===== src/rtl/output_reader_pkg.sv =====
// Shared definitions for the output reader: FSM encoding, entry field
// positions and counter saturation value.
package output_reader_pkg;

    typedef enum logic [1:0] {
        IDLE    = 2'd0,
        SEND_HI = 2'd1,
        SEND_LO = 2'd2
    } rd_state_t;

    // Entry layout: {value, lifetime}
    localparam int VALUE_MSB = 31;
    localparam int VALUE_LSB = 16;
    localparam int LT_MSB    = 15;
    localparam int LT_LSB    = 0;

    localparam logic [15:0] CNT_SAT = 16'hFFFF;

    // True when the entry carries a zero lifetime field.
    function automatic logic is_zero_lt(input logic [31:0] entry);
        return (entry[LT_MSB:LT_LSB] == 16'd0);
    endfunction

endpackage


===== src/rtl/sat_counter16.sv =====
// 16-bit incrementer that sticks at its maximum instead of wrapping.
module sat_counter16
    import output_reader_pkg::*;
(
    input  logic        clk,
    input  logic        srst,
    input  logic        inc,
    output logic [15:0] count
);

    logic [15:0] count_reg;

    // Count up on inc until the saturation value is reached.
    always_ff @(posedge clk) begin
        if (srst) begin
            count_reg <= '0;
        end else if (inc && (count_reg != CNT_SAT)) begin
            count_reg <= count_reg + 16'd1;
        end
    end

    assign count = count_reg;

endmodule


===== src/rtl/output_reader.sv =====
// Pops {value, lifetime} entries from the output FIFO and presents each as
// two half-words to the host (value first, lifetime last), optionally
// discarding zero-lifetime entries.
module output_reader
    import output_reader_pkg::*;
#(
    parameter logic DROP_ZERO_LT = 1'b1
) (
    input  logic        clk,
    input  logic        reset,
    input  logic        enable,
    input  logic [31:0] fifo_data_out,
    input  logic        fifo_empty,
    output logic        fifo_de,
    output logic [15:0] host_data,
    output logic        host_valid,
    input  logic        host_ready,
    output logic        host_last,
    output logic [15:0] sent_count,
    output logic [15:0] drop_count
);

    rd_state_t   state_reg, state_next;
    logic [31:0] hold_reg;
    logic        can_pop;
    logic        zero_lt;
    logic        pop;
    logic        drop;
    logic        sent_inc;

    // A pop is only ever considered outside reset, with data available.
    assign can_pop = enable && !fifo_empty && !reset;
    assign zero_lt = DROP_ZERO_LT && is_zero_lt(fifo_data_out);

    // Next-state, pop decision and host-side outputs.
    always_comb begin
        state_next = state_reg;
        pop        = 1'b0;
        drop       = 1'b0;
        sent_inc   = 1'b0;
        host_valid = 1'b0;
        host_data  = '0;
        host_last  = 1'b0;
        case (state_reg)
            IDLE: begin
                if (can_pop) begin
                    pop        = 1'b1;
                    drop       = zero_lt;
                    state_next = zero_lt ? IDLE : SEND_HI;
                end
            end
            SEND_HI: begin
                host_valid = 1'b1;
                host_data  = hold_reg[VALUE_MSB:VALUE_LSB];
                if (host_ready) begin
                    state_next = SEND_LO;
                end
            end
            SEND_LO: begin
                host_valid = 1'b1;
                host_data  = hold_reg[LT_MSB:LT_LSB];
                host_last  = 1'b1;
                if (host_ready) begin
                    sent_inc = 1'b1;
                    // Chain straight into the next entry when one is waiting.
                    if (can_pop) begin
                        pop        = 1'b1;
                        drop       = zero_lt;
                        state_next = zero_lt ? IDLE : SEND_HI;
                    end else begin
                        state_next = IDLE;
                    end
                end
            end
            default: begin
                state_next = IDLE;
            end
        endcase
    end

    assign fifo_de = pop;

    // State register.
    always_ff @(posedge clk) begin
        if (reset) begin
            state_reg <= IDLE;
        end else begin
            state_reg <= state_next;
        end
    end

    // Capture the popped entry; dropped entries are captured too but never shown.
    always_ff @(posedge clk) begin
        if (reset) begin
            hold_reg <= '0;
        end else if (pop) begin
            hold_reg <= fifo_data_out;
        end
    end

    sat_counter16 u_sent_cnt (
        .clk   (clk),
        .srst  (reset),
        .inc   (sent_inc),
        .count (sent_count)
    );

    sat_counter16 u_drop_cnt (
        .clk   (clk),
        .srst  (reset),
        .inc   (drop),
        .count (drop_count)
    );

endmodule


===== config.mk =====
export PLATFORM = sky130hd
export DESIGN_NAME = output_reader
export DESIGN_NICKNAME = d
export VERILOG_FILES = /design/src/rtl/output_reader_pkg.sv /design/src/rtl/sat_counter16.sv /design/src/rtl/output_reader.sv
export SDC_FILE = /design/constraint.sdc
export NUM_CORES = 1
export LEC_CHECK = 0
export ABC_CLOCK_PERIOD_IN_PS = 4820
export BUFFER_PORTS_ARGS = -buffer_cell sky130_fd_sc_hd__buf_4
export CORE_ASPECT_RATIO = 0.6
export CORE_MARGIN = 10
export CORE_UTILIZATION = 58
export CTS_BUF_LIST = sky130_fd_sc_hd__clkbuf_2 sky130_fd_sc_hd__clkbuf_4 sky130_fd_sc_hd__clkbuf_8
export CTS_CLUSTER_DIAMETER = 40
export CTS_CLUSTER_SIZE = 14
export DETAILED_ROUTE_END_ITERATION = 8
export PLACE_DENSITY = 0.88
export SLEW_MARGIN = 30
export SYNTH_ARGS = -nofsm -noshare
export SYNTH_HDL_FRONTEND = slang
export SYNTH_SLANG_ARGS = --single-unit

===== constraint.sdc =====
create_clock -name clk -period 4.82 [get_ports clk]
set_input_delay 0.241 -clock clk [delete_from_list [all_inputs] [get_ports clk]]
set_output_delay 0.241 -clock clk [all_outputs]
set_load 0.02 [all_outputs]

==> results.sh <==
export IMPL_hold_path_class="input pin to flip-flop"
export IMPL_die_y_um=76.6
export IMPL_die_w_um=114
export IMPL_largest_reg_flops=32
export IMPL_routed_wirelength_mm=9.24
export IMPL_syn_inst=391
export IMPL_gp_congestion=0.859
export IMPL_rsz0062_at_grt="no"
export IMPL_antenna_found_initial=0
export IMPL_ys_warn_count=0
export IMPL_nets=514
export IMPL_crit_fanout=25
export IMPL_fmax_mhz=321
export IMPL_hold_ws_ps=141
export IMPL_syn_cell_area_um2=3100
export IMPL_grt_usage_pct=20.5
export IMPL_cp_end_kind="flip-flop"
export IMPL_dieArea_um2=8770
export IMPL_drcViolationCount=0
export IMPL_grt_max_degree=67
export IMPL_power_density_nw_per_um2=299
export IMPL_ys_types=35
export IMPL_p_total_w=0.00120
export IMPL_cts_clk_slew_worst_paths_ps=70
export IMPL_ir_drop_mv=0.163
export IMPL_synth_yosys_seq_area_share_pct=42.6
export IMPL_drtIter0Drc=346
export IMPL_power_leakage_nw=1.49
export IMPL_start_kind="flip-flop"
export IMPL_gr_total_overflow=0
export IMPL_worst_slew_pin_slew_ps=766
export IMPL_finalClockSkew_ps=5.45
export IMPL_h_tree_depth=3
export IMPL_setup_viol=0
export IMPL_status="complete, no violations"
export IMPL_core_area_um2=5100
export IMPL_cts_hold_buf=0
export IMPL_area_delta_synth_final_pct=29.6
export IMPL_design_area_um2=4020
export IMPL_worstSetupPathType="flip-flop to flip-flop"
export IMPL_rows=20
export IMPL_clock_sinks=66
export IMPL_dr_pass1_iters=5
export IMPL_numCtsBuffers=9
export IMPL_cts_setup_buffers=0
export IMPL_cts_tree="yes"
export IMPL_hold_violations=0
export IMPL_drv_cap=0
export IMPL_antenna_cells=0
export IMPL_grt_pass1_vias=3033
export IMPL_worst_ep_arrival_time_ps=3380
export IMPL_port_buffers=87
export IMPL_max_slew_margin_pct=48.4
export IMPL_cts_resized=0
export IMPL_antenna_left=0
export IMPL_dp_hpwl_mm=6.54
export IMPL_clkLatencyLatePin_ps=350
export IMPL_drt_vias_per_instance=5.93
export IMPL_drive_above_1_share_pct=22.7
export IMPL_syn_avg_cell_area_um2=7.93
export IMPL_cts_root_buffer="clkbuf_8"
export IMPL_grt_pass1_wl_mm=14.9
export IMPL_avgRoutedWirePerCell_um=17.1
export IMPL_ios=88
export IMPL_tns_ps=0
export IMPL_r2r_slack_ps=1710
export IMPL_min_period_ps=3110
export IMPL_finalCritPeriodShare_pct=64.6
export IMPL_start_util_pct=60.7
export IMPL_syn_num_nets=435
export IMPL_nFillCells=368
export IMPL_maxSlewViolCount=0
export IMPL_critPathRequiredTime_ps=5080
export IMPL_ys_ff_latch=66
export IMPL_route_vias_total=3207
export IMPL_cts_max_path_buffers=2
export IMPL_finish_utilization_pct=78.7
export IMPL_dpl_cell_area_um2=3780
[layer usage]
| metal | track usage (%) | vias to the layer above | part of all wire, % |
|---|---|---|---|
| met5 | 0 | - | 0 |
| met4 | 5.49 | 0 | 1.5 |
| met3 | 7.55 | 24 | 8.8 |
| met2 | 30.8 | 158 | 46 |
| met1 | 26.7 | 1498 | 44 |
| li1 | - | 1527 | - |
[Yosys cell counts, drive strengths merged]
cell	count	area (um^2)
or4	4	30.0
a2111o	1	11.3
inv	7	26.3
clkinv	1	3.75
xnor2	9	78.8
o311ai	1	8.76
o31a	2	17.5
nor2b	17	106
o21a	1	7.51
or3	8	50.1
a31oi	1	6.26
and3	5	31.3
a211oi	1	7.51
nor3	5	25.0
nor3b	2	20.0
nand4	14	87.6
nand3	15	75.1
a22oi	16	120
o31ai	3	22.5
dfxtp	66	1320
o21ai	8	40.0
and4	4	35.0
and2	4	25.0
nor4b	1	8.76
xor2	9	78.8
mux2i	2	20.0
ha	7	87.6
clkbuf	21	78.8
a21oi	41	205
nor2	30	113
nor4	12	75.1
nand2	72	270
or2	1	6.26
[area by class of cell]
type,instances,area (um^2),area share (%)
Sequential cell,66,1320,32.9
Multi-Input combinational cell,296,1670,41.7
Tap cell,66,82.6,2.06
Clock buffer,11,139,3.46
Timing Repair Buffer,89,668,16.6
Inverter,8,30.0,0.747
Clock inverter,5,103,2.55
[critical path, stage by stage (launching register included)]
cell and delay [ps]:
dfxtp_1 350, inv_1 110, ha_1 670, and2_1 310, o21ai_2 200, clkinv_1 230, buf_4 310, nand3_1 150
or4_1 510, a21oi_1 180
[cell usage in the layout (no fill, tap or decap), types with 12 or more instances in the layout]
| master | n |
|---|---|
| buf_4 | 89 |
| dfxtp_1 | 66 |
| a22oi_1 | 16 |
| nor4_1 | 12 |
| nor2b_1 | 17 |
| nor2_1 | 30 |
| nand4_1 | 14 |
| nand3_1 | 15 |
| nand2_1 | 72 |
| a21oi_1 | 41 |
[power by group]
part | switching (W) | total [W] | internal [W]
Sequential | 0.00000648 | 0.000561 | 0.000555
Clock | 0.000209 | 0.000563 | 0.000354
Combinational | 0.0000426 | 0.0000766 | 0.0000341
Total | 0.000258 | 0.00120 | 0.000943
[final timing paths]
check / startpoint / to / depth (start not counted)
worst min register to register: hold_reg[14] / hold_reg[14] / 2
worst max-delay path: state_reg[0] / u_drop_cnt.count[13] / 9
worst min-delay path: fifo_data_out[19] / hold_reg[19] / 3
worst max register to register: state_reg[0] / u_drop_cnt.count[13] / 9
[cells by family after synthesis]
kind of cell	Yosys count	share of synthesized area (%)
buffers and inverters	29	3.51
adders and majority gates	7	2.82
muxes	2	0.646
xor gates and xnor gates	18	5.09
AOI/OAI and AO/OA	75	14.4
DFF	66	42.6
and+or+nand+nor	194	30.9
[through the flow]
step,setup slack [ps],cells
after global placement,1980,525
after global routing,1510,541
after floorplan,2640,391
final,1710,541
after CTS,1780,541
after detailed placement,1790,525
Power figures use the tool's default switching activity.
